**src/rtl/alu_pkg.sv**
```systemverilog
// alu_pkg: ALU op encodings, default width and execute-stage FSM states.
package alu_pkg;
    localparam int XLEN_DEFAULT = 32;
    typedef enum logic [3:0] {
        OP_ADD  = 4'b0000,
        OP_SUB  = 4'b0001,
        OP_AND  = 4'b0010,
        OP_OR   = 4'b0011,
        OP_XOR  = 4'b0100,
        OP_SLT  = 4'b0101,
        OP_SRL  = 4'b0110,
        OP_SRA  = 4'b0111,
        OP_SLL  = 4'b1000,
        OP_SLTU = 4'b1001
    } alu_op_e;
    typedef enum logic {IDLE, SHIFT} state_e;
endpackage

```
**src/rtl/alu_core.sv**
```systemverilog
// alu_core: combinational ALU; with SERIAL_SHIFT_EN the shifts pass src_a through
// because only zero-amount shifts are completed here.
module alu_core
    import alu_pkg::*;
#(
    parameter int XLEN = XLEN_DEFAULT
) (
    input  logic [3:0]      i_op,
    input  logic [XLEN-1:0] i_a,
    input  logic [XLEN-1:0] i_b,
    output logic [XLEN-1:0] o_result,
    output logic            o_illegal
);
`ifndef SERIAL_SHIFT_EN
    localparam int SW = $clog2(XLEN);
    logic [SW-1:0] w_shamt;
    assign w_shamt = i_b[SW-1:0];
`endif
    always_comb begin
        o_result  = '0;
        o_illegal = 1'b0;
        case (i_op)
            OP_ADD:  o_result = i_a + i_b;
            OP_SUB:  o_result = i_a - i_b;
            OP_AND:  o_result = i_a & i_b;
            OP_OR:   o_result = i_a | i_b;
            OP_XOR:  o_result = i_a ^ i_b;
            OP_SLT:  o_result = {{(XLEN-1){1'b0}}, $signed(i_a) < $signed(i_b)};
            OP_SLTU: o_result = {{(XLEN-1){1'b0}}, i_a < i_b};
`ifdef SERIAL_SHIFT_EN
            OP_SRL, OP_SRA, OP_SLL: o_result = i_a;
`else
            OP_SRL:  o_result = i_a >> w_shamt;
            OP_SRA:  o_result = $signed(i_a) >>> w_shamt;
            OP_SLL:  o_result = i_a << w_shamt;
`endif
            default: o_illegal = 1'b1;
        endcase
    end
endmodule

```
**src/rtl/alu_exec_stage.sv**
```systemverilog
// alu_exec_stage: execute stage with valid/ready handshake, flush and EX/MEM register.
// Optional SERIAL_SHIFT_EN replaces the barrel shifter by a one-bit-per-cycle FSM.
module alu_exec_stage
    import alu_pkg::*;
#(
    parameter int XLEN = XLEN_DEFAULT,
    parameter int RD_W = 5
) (
    input  logic            clk,
    input  logic            reset_n,
    input  logic            in_valid,
    output logic            in_ready,
    input  logic [3:0]      alu_control,
    input  logic [XLEN-1:0] src_a,
    input  logic [XLEN-1:0] src_b,
    input  logic [RD_W-1:0] rd_in,
    input  logic            flush,
    output logic            out_valid,
    input  logic            out_ready,
    output logic [XLEN-1:0] alu_result,
    output logic            zero,
    output logic [RD_W-1:0] rd_out,
    output logic            illegal_op
);
    logic [XLEN-1:0] w_result, w_ld_result;
    logic [RD_W-1:0] w_ld_rd;
    logic            w_illegal, w_ld_illegal, w_idle, w_accept, w_ld;
    logic            r_out_valid, r_zero, r_illegal;
    logic [XLEN-1:0] r_result;
    logic [RD_W-1:0] r_rd_out;

    alu_core #(.XLEN(XLEN)) u_core (
        .i_op     (alu_control),
        .i_a      (src_a),
        .i_b      (src_b),
        .o_result (w_result),
        .o_illegal(w_illegal)
    );

    assign in_ready = w_idle && (!r_out_valid || out_ready) && !flush;
    assign w_accept = in_valid && in_ready;

`ifdef SERIAL_SHIFT_EN
    localparam int SW = $clog2(XLEN);
    state_e          r_state, w_state_nxt;
    logic [XLEN-1:0] r_sh, w_sh_step;
    logic [SW-1:0]   r_cnt;
    logic [3:0]      r_op;
    logic [RD_W-1:0] r_rd;
    logic            w_start, w_done;
    assign w_idle    = r_state == IDLE;
    assign w_start   = w_accept && (alu_control inside {OP_SRL, OP_SRA, OP_SLL}) && (src_b[SW-1:0] != '0);
    // The final step waits if the EX/MEM slot is still held by an unconsumed result.
    assign w_done    = (r_state == SHIFT) && (r_cnt == SW'(1)) && (!r_out_valid || out_ready) && !flush;
    assign w_sh_step = (r_op == OP_SLL) ? r_sh << 1 : {(r_op == OP_SRA) && r_sh[XLEN-1], r_sh[XLEN-1:1]};
    assign w_ld         = (w_accept && !w_start) || w_done;
    assign w_ld_result  = w_done ? w_sh_step : w_result;
    assign w_ld_rd      = w_done ? r_rd : rd_in;
    assign w_ld_illegal = w_done ? 1'b0 : w_illegal;
    always_comb begin
        w_state_nxt = r_state;
        if (flush)
            w_state_nxt = IDLE;
        else if (w_start)
            w_state_nxt = SHIFT;
        else if (w_done)
            w_state_nxt = IDLE;
    end
    always_ff @(posedge clk or negedge reset_n) begin
        if (!reset_n) begin
            r_state <= IDLE;
            r_sh    <= '0;
            r_cnt   <= '0;
            r_op    <= '0;
            r_rd    <= '0;
        end else begin
            r_state <= w_state_nxt;
            if (w_start) begin
                r_sh  <= src_a;
                r_cnt <= src_b[SW-1:0];
                r_op  <= alu_control;
                r_rd  <= rd_in;
            end else if (r_state == SHIFT && r_cnt != SW'(1)) begin
                r_sh  <= w_sh_step;
                r_cnt <= r_cnt - SW'(1);
            end
        end
    end
`else
    assign w_idle       = 1'b1;
    assign w_ld         = w_accept;
    assign w_ld_result  = w_result;
    assign w_ld_rd      = rd_in;
    assign w_ld_illegal = w_illegal;
`endif

    always_ff @(posedge clk or negedge reset_n) begin
        if (!reset_n) begin
            r_out_valid <= 1'b0;
            r_result    <= '0;
            r_zero      <= 1'b0;
            r_rd_out    <= '0;
            r_illegal   <= 1'b0;
        end else if (flush) begin
            r_out_valid <= 1'b0;
        end else if (w_ld) begin
            r_out_valid <= 1'b1;
            r_result    <= w_ld_result;
            r_zero      <= w_ld_result == '0;
            r_rd_out    <= w_ld_rd;
            r_illegal   <= w_ld_illegal;
        end else if (out_ready) begin
            r_out_valid <= 1'b0;
        end
    end

    assign out_valid  = r_out_valid;
    assign alu_result = r_result;
    assign zero       = r_zero;
    assign rd_out     = r_rd_out;
    assign illegal_op = r_illegal;
endmodule

```
**config.mk**
```make
export PLATFORM = sky130hd
export DESIGN_NAME = alu_exec_stage
export DESIGN_NICKNAME = d
export VERILOG_FILES = /design/src/rtl/alu_pkg.sv /design/src/rtl/alu_core.sv /design/src/rtl/alu_exec_stage.sv
export SDC_FILE = /design/constraint.sdc
export NUM_CORES = 1
export LEC_CHECK = 0
export ABC_AREA = 1
export CORE_MARGIN = 2
export CORE_UTILIZATION = 55
export CTS_CLUSTER_SIZE = 28
export DETAILED_ROUTE_END_ITERATION = 16
export PLACE_DENSITY = 0.78
export SETUP_SLACK_MARGIN = 0.2
export SYNTH_ARGS = -nofsm -noshare
export SYNTH_HDL_FRONTEND = slang
export SYNTH_SLANG_ARGS = --single-unit
```
**constraint.sdc**
```tcl
create_clock -name clk -period 3.1 [get_ports clk]
set_input_delay 0.31 -clock clk [delete_from_list [all_inputs] [get_ports clk]]
set_output_delay 0.31 -clock clk [all_outputs]
set_load 0.01 [all_outputs]
```
==> results.yml <==
outcome:
  status: "finished, final reports clean"
layout:
  instances_no_fill: 2785
  fin_nets: 2693
  syn2layout_area_growth_pct: 38.5
  drive_gt1_share_pct: 20.2
  n_antenna_cell: 0
  nFillCells: 1772
sta:
  setup_viol_count_final: 0
  max_freq_ghz: 0.339
  skew_ns: 0.00505
  relSlewSlack_pct: 38.4
  hold_viol_final: 0
  rsz0062_at_grt: "true"
  fin_crit_sh_pct: 95.1
  period_needed_ns: 2.95
  finalMaxSlewViolations: 0
  worst_pin_slew_ns: 0.924
  whs_ns: 0.159
critical_path:
  crit_arrival_ns: 3.17
  cp-start-kind: "primary input"
  critPathBufInv: 3
  cpMostUsedCell: "nand2_1"
  cp.required_ns: 3.32
  crit_cells: 19
  cp_slowest_cell: "clkdlybuf4s50_1"
  worstPathMaxFanout: 6
  critPathKind: "primary input to flip-flop"
  crit_chain: "clkdlybuf4s50_1, inv_1, ha_4, buf_4, nand3_1, nand3_2, nand2_2, nand2_1, a31oi_1, o21ai_0, nor2_1, nand2_1, nor2_2, nand2_1, nor2_2, nand2_1, nor2_1, nand3_1, nand2_1"
  end_kind: "flip-flop"
  cp_top_family: "simple AND/OR/NAND/NOR gates"
  ff2ff_path_depth: 15
  slowest_delay_ns: 0.51
die:
  initial_core_util_pct: 55.7
  boundaryPins: 119
  dieArea_mm2: 0.0216
  core_area_mm2: 0.0202
  chipWidth_um: 147
  chipHeight_um: 147
  row_count: 52
yosys:
  synth-edff-count: 0
  ys_async_sr_fraction_pct: 100
  synth_most_common_cell: "nand2_1"
  syn_area_per_cell_um2: 5.19
  syn_area_mm2: 0.0112
  syn_nets: 2343
  ys_seq_area_share_pct: 8.91
  synth_common_cells: "748 x nand2_1, 372 x nand3_1, 237 x inv_1"
  synth_top_area_cell: "nand2_1"
  synth.ff_latch_count: 40
  ys_types: 48
  synth_top_area_share_pct: 25.0
  synth_cells: 2164
  ys.flop_type: "dfrtp_1"
  synthTopCellsByArea: "nand2_1 25%, nand3_1 17%, ha_1 11%, dfrtp_1 8.9%, inv_1 7.9%"
  yosysWarnings: 0
global_routing:
  antenna_found_initial: 0
  grt_overflow: 0
  grt_pass1_vias: 15700
  grt.total_usage_pct: 49.7
  grt_pass1_wl_um: 84200
  grt_max_degree: 67
clock_network:
  htree_levels: 2
  root_buffer: "clkbuf_16"
  clock_latency_ns: 0.29
  cts_buffer_depth: 2
  cts_buffers: 5
  path_clk_slew_ns: 0.06
  numClockSinks: 40
  holdBufCountCts: 0
  tritoncts: "yes"
worst_hold_path:
  hp-class: "primary input to asynchronous set/reset pin"
detailed_routing:
  via_count: 17200
  drtAntennaViolNets: 0
  drcViolationCount: 0
  drt_pass1_iterations: 8
  first_iter_violations: 2666
  viasPerCell: 6.18
  post_drt_wl_per_cell_um: 20.5
  routed_wl_um: 57100
power_and_ir_drop:
  power_density_mw_per_mm2: 260
  max-vdd-ir-drop_mv: 0.244
  power_leakage_nw: 8.42
placement:
  dp.cells: 2767
  port_buffers: 118
  gp_congestion: 1.17
  dp_hpwl_um: 45400
job:
  cap_viol_max_count: 0
==> metrics by stage <==
| step | setup slack [ns] | cell area (um^2) | utilization (%) | power [W] | setup TNS, ns |
|---|---|---|---|---|---|
| after global routing | 0.0586 | 15600 | 77.2 | 0.00423 | 0 |
| after global placement | -0.359 | 14600 | 72.5 | 0.00315 | -0.933 |
| final | 0.151 | 15600 | 77.2 | 0.00404 | 0 |
| after floorplan | 0.325 | 11200 | - | 0.00193 | 0 |
| after detailed placement | -0.326 | 14600 | 72.5 | 0.00318 | -0.892 |
| after CTS | 0.201 | 14900 | 74.0 | 0.00376 | 0 |
==> path summary, 6_finish.rpt <==
check / from / to / slack, ns
min in group clk: rd_out[3] / rd_out[3] / 0.48
min reg2reg: rd_out[3] / rd_out[3] / 0.48
max: src_a[2] / zero / 0.15
min: reset_n / alu_result[25] / 0.16
max reg2reg: out_valid / zero / 0.85
max in group asynchronous: reset_n / alu_result[7] / 2.36
==> what timing repair did <==
item | CTS | global route
setup buffers | 2 | 8
endpoints found under the setup margin | 5 | 14
resized for setup | 43 | 151
pin swaps | 6 | 26
==> layout by cell type (no fill, tap or decap), types with 7 or more instances in the layout <==
cell / n
ha_4: 20
buf_4: 311
nor2_1: 170
and2_1: 9
nand2_1: 721
ha_1: 75
nor2_4: 10
o21ai_0: 69
nand3_2: 13
o22ai_1: 21
nor3_2: 9
clkdlybuf4s50_1: 99
dlymetal6s2s_1: 14
nor2_2: 31
a21oi_1: 81
a21oi_2: 26
nand2_2: 33
nand4_1: 28
inv_2: 21
dfrtp_1: 40
nand3_1: 359
inv_1: 229
o21ai_1: 14
o211ai_1: 10
o21bai_1: 13
a211oi_1: 7
nor3_1: 8
==> metal layers <==
layer	wire (um)	GRT usage [%]
met1	20500	65.0
met2	23700	75.9
met3	8960	12.9
met4	3990	24.9
met5	0	0
==> flip-flops by register name (all words and copies together), names as in the netlist <==
name and cells:
out_valid 1, illegal_op 1, alu_result 32, zero 1, rd_out 5
==> layout make-up <==
type	instances	area, um^2	share of cell area, %
clock buffer	7	143	0.917
clock inverter	1	7.51	0.0482
sequential	40	1000	6.43
inverter	251	945	6.07
multi-input combinational	1782	9500	61.1
timing repair buffer	434	3620	23.3
tap	270	338	2.17
==> report_power, final <==
group / switching, W / total, W / internal [W]
Sequential: 0.0000454 / 0.000647 / 0.000601
Combinational: 0.00170 / 0.00286 / 0.00116
Clock: 0.000216 / 0.000536 / 0.000321
==> logic make-up after synthesis <==
family                   after synthesis  synth area share (%)
XOR/XNOR                               3                 0.234
adder cells (fa/ha/maj)              101                  11.4
AND/OR/NAND/NOR                     1407                  53.1
AO/OA/AOI/OAI                        271                  13.7
buffers and inverters                342                  12.6
flip-flops                            40                  8.91
(Power assumes the default switching activity.)
